## config.mk

```make
export PLATFORM = sky130hd
export DESIGN_NAME = day5_range_ctrl
export DESIGN_NICKNAME = d
export VERILOG_FILES = /design/src/rtl/day5_range_ctrl.sv
export SDC_FILE = /design/constraint.sdc
export NUM_CORES = 1
export LEC_CHECK = 0
export CORE_MARGIN = 8
export CORE_UTILIZATION = 44
export CTS_CLUSTER_DIAMETER = 200
export DETAILED_ROUTE_END_ITERATION = 7
export PLACE_DENSITY = 0.75
export RECOVER_POWER = 100
export REMOVE_ABC_BUFFERS = 1
export SETUP_SLACK_MARGIN = 0.2
export SLEW_MARGIN = 25
export SYNTH_ARGS = -nofsm -noshare
export SYNTH_HDL_FRONTEND = slang
export SYNTH_SLANG_ARGS = --single-unit
```

## constraint.sdc

```tcl
create_clock -name clk -period 2.95 [get_ports clk]
set_input_delay 0.4425 -clock clk [delete_from_list [all_inputs] [get_ports clk]]
set_output_delay 0.4425 -clock clk [all_outputs]
set_load 0.1 [all_outputs]
```

## src/rtl/day5_range_ctrl.sv

```systemverilog
// Front-end controller for the day-5 range-merge solver: loads and pads the
// range tables, kicks the solver, and hands back its result or an error code.
module day5_range_ctrl #(
    parameter int NUM_RANGE = 182,
    parameter int WIDTH     = 50,
    parameter int TIMEOUT   = 4096,
    localparam int ADDR_W   = (NUM_RANGE > 1) ? $clog2(NUM_RANGE) : 1,
    localparam int CNT_W    = $clog2(NUM_RANGE + 1)
) (
    input  logic              clk,
    input  logic              rst,

    input  logic              in_valid,
    output logic              in_ready,
    input  logic [WIDTH-1:0]  in_start,
    input  logic [WIDTH-1:0]  in_end,
    input  logic              in_last,

    output logic              wr_en,
    output logic [ADDR_W-1:0] wr_addr,
    output logic [WIDTH-1:0]  wr_start,
    output logic [WIDTH-1:0]  wr_end,

    output logic              solver_rst,
    output logic              solver_start,
    input  logic              solver_finished,
    input  logic [63:0]       solver_result,

    output logic              res_valid,
    input  logic              res_ready,
    output logic [63:0]       res_data,
    output logic [CNT_W-1:0]  res_count,

    output logic              err_valid,
    output logic [1:0]        err_code,
    input  logic              err_clear
);

    localparam int TW = $clog2(TIMEOUT + 1);

    localparam logic [1:0] ERR_MALFORMED = 2'd1;
    localparam logic [1:0] ERR_OVERFLOW  = 2'd2;
    localparam logic [1:0] ERR_TIMEOUT   = 2'd3;

    typedef enum logic [2:0] {
        S_LOAD,
        S_PAD,
        S_CLR,
        S_KICK,
        S_WAIT,
        S_RESP,
        S_ERR
    } state_t;

    state_t            state_q, state_d;
    logic [CNT_W-1:0]  cnt_q, cnt_d;
    logic [TW-1:0]     timer_q, timer_d;
    logic [ADDR_W-1:0] pad_addr_q, pad_addr_d;
    logic [WIDTH-1:0]  pad_start_q, pad_start_d;
    logic [WIDTH-1:0]  pad_end_q, pad_end_d;

    logic              wr_en_q, wr_en_d;
    logic [ADDR_W-1:0] wr_addr_q, wr_addr_d;
    logic [WIDTH-1:0]  wr_start_q, wr_start_d;
    logic [WIDTH-1:0]  wr_end_q, wr_end_d;
    logic              solver_rst_q, solver_rst_d;
    logic              solver_start_q, solver_start_d;
    logic              res_valid_q, res_valid_d;
    logic [63:0]       res_data_q, res_data_d;
    logic              err_valid_q, err_valid_d;
    logic [1:0]        err_code_q, err_code_d;

    logic              accept;
    logic [CNT_W-1:0]  cnt_inc;
    logic              table_full;

    assign in_ready   = (state_q == S_LOAD);
    assign accept     = in_valid && in_ready;
    assign cnt_inc    = cnt_q + CNT_W'(1);
    assign table_full = (cnt_inc == CNT_W'(NUM_RANGE));

    always_comb begin
        state_d        = state_q;
        cnt_d          = cnt_q;
        timer_d        = timer_q;
        pad_addr_d     = pad_addr_q;
        pad_start_d    = pad_start_q;
        pad_end_d      = pad_end_q;
        wr_en_d        = 1'b0;
        wr_addr_d      = wr_addr_q;
        wr_start_d     = wr_start_q;
        wr_end_d       = wr_end_q;
        solver_rst_d   = 1'b0;
        solver_start_d = 1'b0;
        res_valid_d    = res_valid_q;
        res_data_d     = res_data_q;
        err_valid_d    = err_valid_q;
        err_code_d     = err_code_q;

        unique case (state_q)
            S_LOAD: begin
                if (accept) begin
                    if (in_start > in_end) begin
                        err_valid_d = 1'b1;
                        err_code_d  = ERR_MALFORMED;
                        state_d     = S_ERR;
                    end else begin
                        wr_en_d    = 1'b1;
                        wr_addr_d  = ADDR_W'(cnt_q);
                        wr_start_d = in_start;
                        wr_end_d   = in_end;
                        cnt_d      = cnt_inc;
                        if (in_last && !table_full) begin
                            // Duplicating the last range leaves the merge result unchanged.
                            pad_start_d = in_start;
                            pad_end_d   = in_end;
                            pad_addr_d  = ADDR_W'(cnt_inc);
                            state_d     = S_PAD;
                        end else if (in_last) begin
                            state_d = S_CLR;
                        end else if (table_full) begin
                            err_valid_d = 1'b1;
                            err_code_d  = ERR_OVERFLOW;
                            state_d     = S_ERR;
                        end
                    end
                end
            end

            S_PAD: begin
                wr_en_d    = 1'b1;
                wr_addr_d  = pad_addr_q;
                wr_start_d = pad_start_q;
                wr_end_d   = pad_end_q;
                if (pad_addr_q == ADDR_W'(NUM_RANGE - 1)) begin
                    state_d = S_CLR;
                end else begin
                    pad_addr_d = pad_addr_q + ADDR_W'(1);
                end
            end

            S_CLR: begin
                solver_rst_d = 1'b1;
                state_d      = S_KICK;
            end

            S_KICK: begin
                solver_start_d = 1'b1;
                timer_d        = '0;
                state_d        = S_WAIT;
            end

            S_WAIT: begin
                if (solver_finished) begin
                    res_data_d  = solver_result;
                    res_valid_d = 1'b1;
                    state_d     = S_RESP;
                end else if (timer_q == TW'(TIMEOUT - 1)) begin
                    err_valid_d = 1'b1;
                    err_code_d  = ERR_TIMEOUT;
                    state_d     = S_ERR;
                end else begin
                    timer_d = timer_q + TW'(1);
                end
            end

            S_RESP: begin
                if (res_ready) begin
                    res_valid_d = 1'b0;
                    cnt_d       = '0;
                    state_d     = S_LOAD;
                end
            end

            S_ERR: begin
                if (err_clear) begin
                    err_valid_d = 1'b0;
                    err_code_d  = 2'd0;
                    cnt_d       = '0;
                    state_d     = S_LOAD;
                end
            end

            default: begin
                state_d = S_LOAD;
            end
        endcase
    end

    always_ff @(posedge clk) begin
        if (rst) begin
            state_q        <= S_LOAD;
            cnt_q          <= '0;
            timer_q        <= '0;
            pad_addr_q     <= '0;
            pad_start_q    <= '0;
            pad_end_q      <= '0;
            wr_en_q        <= 1'b0;
            wr_addr_q      <= '0;
            wr_start_q     <= '0;
            wr_end_q       <= '0;
            solver_rst_q   <= 1'b0;
            solver_start_q <= 1'b0;
            res_valid_q    <= 1'b0;
            res_data_q     <= '0;
            err_valid_q    <= 1'b0;
            err_code_q     <= 2'd0;
        end else begin
            state_q        <= state_d;
            cnt_q          <= cnt_d;
            timer_q        <= timer_d;
            pad_addr_q     <= pad_addr_d;
            pad_start_q    <= pad_start_d;
            pad_end_q      <= pad_end_d;
            wr_en_q        <= wr_en_d;
            wr_addr_q      <= wr_addr_d;
            wr_start_q     <= wr_start_d;
            wr_end_q       <= wr_end_d;
            solver_rst_q   <= solver_rst_d;
            solver_start_q <= solver_start_d;
            res_valid_q    <= res_valid_d;
            res_data_q     <= res_data_d;
            err_valid_q    <= err_valid_d;
            err_code_q     <= err_code_d;
        end
    end

    assign wr_en        = wr_en_q;
    assign wr_addr      = wr_addr_q;
    assign wr_start     = wr_start_q;
    assign wr_end       = wr_end_q;
    assign solver_rst   = solver_rst_q;
    assign solver_start = solver_start_q;
    assign res_valid    = res_valid_q;
    assign res_data     = res_data_q;
    assign res_count    = cnt_q;
    assign err_valid    = err_valid_q;
    assign err_code     = err_code_q;

endmodule

```

# After elaboration in Yosys (flattened, before gate mapping)
# Index checks and enable logic that the tools add are counted.
# classes
n_mux	59
bitwise	1
n_reduce_logical	18
n_eq_ne	25
add_sub_neg	3
order_cmp	1
# ops
cell	count
two-way mux 50 bit	4
case mux 50 bit (2 select lines)	2
two-way mux 8 bit	10
> comparator 50 bit	1
case mux 8 bit (2 select lines)	2
two-way mux 3 bit	10
two-way mux 13 bit	2
case mux 13 bit (2 select lines)	1
case mux 8 bit (3 select lines)	1
case mux 3 bit (7 select lines)	1
inequality test 2 bit (second input constant)	9
adder 8 x 1 -> 8 bit (second input constant)	2
equality test 8 bit (second input constant)	2
two-way mux 2 bit	8
two-way mux 1 bit	14
adder 13 x 1 -> 13 bit (second input constant)	1
equality test 13 x 12 -> 1 bit (second input constant)	1
AND reduction 5 bit	2
equality test 3 bit (second input constant)	3
AND reduction 3 bit	3
AND reduction 8 bit	1
equality test 3 x 2 -> 1 bit (second input constant)	2
inequality test 3 bit (second input constant)	2
case mux 2 bit (3 select lines)	1
16 further kinds	22
# totals
output_inout_bits	188
regBits	311
wordCells	123

# Logic depth before layout (Yosys ltp)
# depth
ltp_word	8
ltp_mapped	13
depth_no_buf	10

# Worst setup path after synthesis
# OpenSTA, ideal clock, no wires.
# synth_timing
path_type	reg-to-reg
from	register cnt_q[0] (netlist: res_count[0])
to	register pad_start_q[43]
path_buffers	3
arrival_ns	3.218
required_time_ns	2.880
slack_ns	-0.338
path_stages_with_launch	11
path_cell_list	dfxtp_1 -> buf_2 -> nand3_1 -> or3_1 -> a211oi_1 -> nor2_1 -> o21ai_2 -> buf_2 -> clkbuf_1 -> o21ai_0 -> a21oi_1
# synth_via
elab_chain_cells	5
# synth_lines
item	line	rtl
start, declared	56	logic [CNT_W-1:0] cnt_q, cnt_d;
start signal, assigned	210	cnt_q <= cnt_d;
adder 8 x 1 -> 8 bit	79	assign cnt_inc = cnt_q + CNT_W'(1);
equality test 8 bit	80	assign table_full = (cnt_inc == CNT_W'(NUM_RANGE));
zero test 1 bit	113	if (in_last && !table_full) begin
logical AND 1 bit	113	
AND reduction 4 bit (no line)	--	
end signal, assigned	213	pad_start_q <= pad_start_d;
end, declared	59	logic [WIDTH-1:0] pad_start_q, pad_start_d;
# No other way between the ends.
# A chain may end at the register's enable or synchronous reset.

# Final worst setup path
# layout_timing
from	input port in_start[29]
to	register wr_start_q[39] (netlist: wr_start[39])
# layout_via
elab_chain_cells	3
# layout_lines
item	line	rtl
start, declared	15	input logic [WIDTH-1:0] in_start,
> comparator 50 bit	103	if (in_start > in_end) begin
inequality test 2 bit (no line)	--	
AND reduction 3 bit (no line)	--	
end signal, assigned	217	wr_start_q <= wr_start_d;
end, declared	64	logic [WIDTH-1:0] wr_start_q, wr_start_d;
# No other way between the ends.

==> summary.md <==
| Metric | Value |
|---|---|
| Antenna Violating Nets Remaining | `0` |
| Post-route DRC | `0` |
| Leakage power | `8.289 nW` |
| IO Port Bufs | `358` |
| Die height | `192.8 um` |
| Post-Synth Simple-Gate Area | `0.2100` |
| Post-synthesis sequential area ratio | `0.4528` |
| P&R area growth vs syn | `62.50%` |
| CP Capture Type | `flip-flop` |
| Starting DRT DRC Count | `1645` |
| Clk Latency, worst-skew pair | `0.52 ns` |
| Initial antenna violation count | `1` |
| Pwr/cell area | `1122 nW/um2` |
| RSZ-0062 raised after global routing | `true` |
| Multiplexer area fraction after synthesis | `0.003094` |
| Slew margin rel. | `-0.1182` |
| Gr ovfl total | `0` |
| Worst path slowest cell | `or4_4` |
| GRT Util Overall | `0.2548` |
| Async SR Flop Fraction | `0` |
| WP data required | `3.35 ns` |
| Reg2reg path depth | `10` |
| Post-synthesis xor/xnor area fraction | `0.01019` |
| Pre-Repair DR Iteration Count | `6` |
| Largest family of logic cells by synthesized area | `compound AO/OA/AOI/OAI gates` |
| Tmin final | `3.046 ns` |
| Syn Inst Count | `1747` |
| Final Hold Viols | `0` |
| Clock Skew | `0.02763 ns` |
| Clock tree sinks | `311` |
| Min-Delay Path Depth | `3` |
| Commonest non-fill, non-tap cell in the layout | `dfxtp_1` |
| DR WL/cell | `22.94 um` |
| Status | `finished with violations` |
| CP Launch Type | `input pin` |
| CTS Buf Count | `35` |
| Maximum root-to-sink buffer count | `3` |
| Final Slew Violations | `38` |
| CTS root buf | `clkbuf_16` |
| Clk slew on worst S/H paths | `0.06 ns` |
| Crit path DAT | `3.45 ns` |
| Violated checks | `max-capacitance violations, max-slew violations, negative setup slack` |
| Core Box Area | `30670 um2` |
| GPL Wtd Cong | `0.8564` |
| Via density | `6.092` |
| Fin nets | `2473` |
| Most frequent cells in the layout | `dfxtp_1 (310), clkbuf_1 (194), nand2_1 (163), o21ai_0 (162), buf_4 (161)` |
| CP cell instances | `buf_2 > ha_4 > buf_4 > nand2_1 > nor2_1 > a211oi_2 > buf_4 > o211ai_1 > or4_4 > a211oi_4 > buf_6 > clkbuf_16 > clkbuf_16 > nor3_1 > nor3_1` |
| Initial Util | `0.4484` |
| Flops & latches, synth | `311` |
| Number of H-tree levels | `2` |
| Full die area | `37160 um2` |
| Synth Warn # | `0` |
| Synth Area per Inst | `7.871 um2` |
| I/O Pins | `359` |
| Row cnt | `64` |
| CTS tree | `done` |
| Least-Margin Pin Slew | `1.668 ns` |
| Hpwl dp | `32.54 mm` |
| WL final | `61.22 mm` |
| Complex-gate fraction of the synthesized area | `0.2121` |
| Fin util | `0.7286` |
| Peak VDD IR | `863.4 uV` |
| Setup TNS | `-0.8758 ns` |
| Synthesized area | `13750 um2` |
| Adder-cell share of the synthesized area | `0.05005` |
| DR vias | `16260` |
| First-pass GRT wire length | `77.49 mm` |
| Min setup slack post-route | `-0.09581 ns` |
| Vias in the first global route | `14470` |
| Hold Path Class | `input pin to flip-flop` |
| Layout cells sized above 1 | `0.3055` |
| Final setup viols | `28` |
| Crit-path max FO | `8` |
| Largest net degree at the start of global routing | `153` |
| Crit-path max cell delay | `0.58 ns` |
| Distinct cells, synth | `59` |
| Max_cap viols | `1` |
| Die W | `192.8 um` |
| EDFF count, synth | `0` |
| Critical path class | `input pin to flip-flop` |
| Fmax | `328.3 MHz` |
| Part of the cycle the worst path needs | `1.032` |
| Post-synth top flop | `dfxtp_1` |
critical path: cells and delay by family:
kind                     cells  cell delay, ns
AO/OA/AOI/OAI                3            0.63
adder cells (fa/ha/maj)      1            0.23
buffers and inverters        6            1.03
AND/OR/NAND/NOR              5            1.10
sequential cells by signal (all words and copies together) (netlist names):
| signal | cells |
|---|---|
| res_valid | 1 |
| res_data | 64 |
| timer_q | 13 |
| pad_start_q | 50 |
| pad_addr_q | 8 |
| wr_addr | 8 |
| err_valid | 1 |
| err_code | 2 |
| wr_start | 50 |
| state_q | 3 |
| solver_rst | 1 |
| wr_en | 1 |
| pad_end_q | 50 |
| wr_end | 50 |
| res_count | 8 |
| solver_start | 1 |
what timing repair did:
item,4_1_cts,5_1_grt
setup endpoints to repair,231,233
hold buffers,0,0
gates resized for setup,340,452
pin swaps,74,194
buffers inserted,17,50
gates cloned,10,27
Yosys cell counts (all sizes together), types with 7 or more instances:
cell type  number  share of area
a211oi         55          0.030
xor2            9         0.0057
xnor2           7         0.0045
o21ai         227          0.083
nand3         121          0.044
o211ai          9         0.0049
nor3          171          0.062
ha             55          0.050
clkbuf        113          0.031
nor2          103          0.028
nand4          20         0.0091
inv            59          0.016
nor3b           7         0.0038
a21oi         200          0.073
nand2         164          0.045
buf            39          0.015
dfxtp         311           0.45
per-stage QoR:
step                      std cells  cell area, um2  setup slack, ns  total power (W)  hold WS, ns
final                          2669           22350         -0.09581          0.02507       0.1952
after detailed placement       2503           18240           -1.168          0.01677       0.4470
after CTS                      2592           20300           0.1809          0.02217       0.1952
after global routing           2669           22350          -0.1956          0.02586       0.1939
after floorplan                1595           13120           -8.411          0.01412       0.4443
after global placement         2503           18240           -1.088          0.01658       0.4426
report_power, final:
group,total [W],internal [W],leakage (nW),switching (W)
Sequential,0.00618,0.00530,2.55,0.000880
Combinational,0.0143,0.00460,5.15,0.00968
Clock,0.00461,0.00280,0.592,0.00182
cell families after synthesis:
| logic type | Yosys count |
|---|---|
| AO/OA/AOI/OAI | 528 |
| XOR/XNOR | 16 |
| adder cells (fa/ha/maj) | 55 |
| buffers and inverters | 211 |
| flip-flops | 311 |
| multiplexers | 4 |
| AND/OR/NAND/NOR | 622 |
routing by layer:
metal  wire, um  vias up  track usage
met5          0        -            0
met4       3546        0       0.1040
met3       5531      276      0.05005
met2      29710     1032       0.4202
met1      22430     7738       0.3218
li1           -     7214            -
cell type report:
cell class,count,area [um2]
multi-input combinational,1225,8816
fill,2261,8324
sequential,311,6227
timing repair buffer,615,5360
clock buffer,50,1035
tap,396,495.5
inverter,59,242.7
clock inverter,12,166.4
antenna,1,2.502
worst paths after layout:
| kind | start | to | slack (ns) |
|---|---|---|---|
| max reg2reg | res_count[0] | pad_end_q[41] | 0.08 |
| min | in_end[32] | wr_end[32] | 0.20 |
| max | in_start[29] | wr_start[39] | -0.1 |
| min reg2reg | res_data[0] | res_data[0] | 0.45 |
No activity file was read; power rests on OpenSTA's default activity.
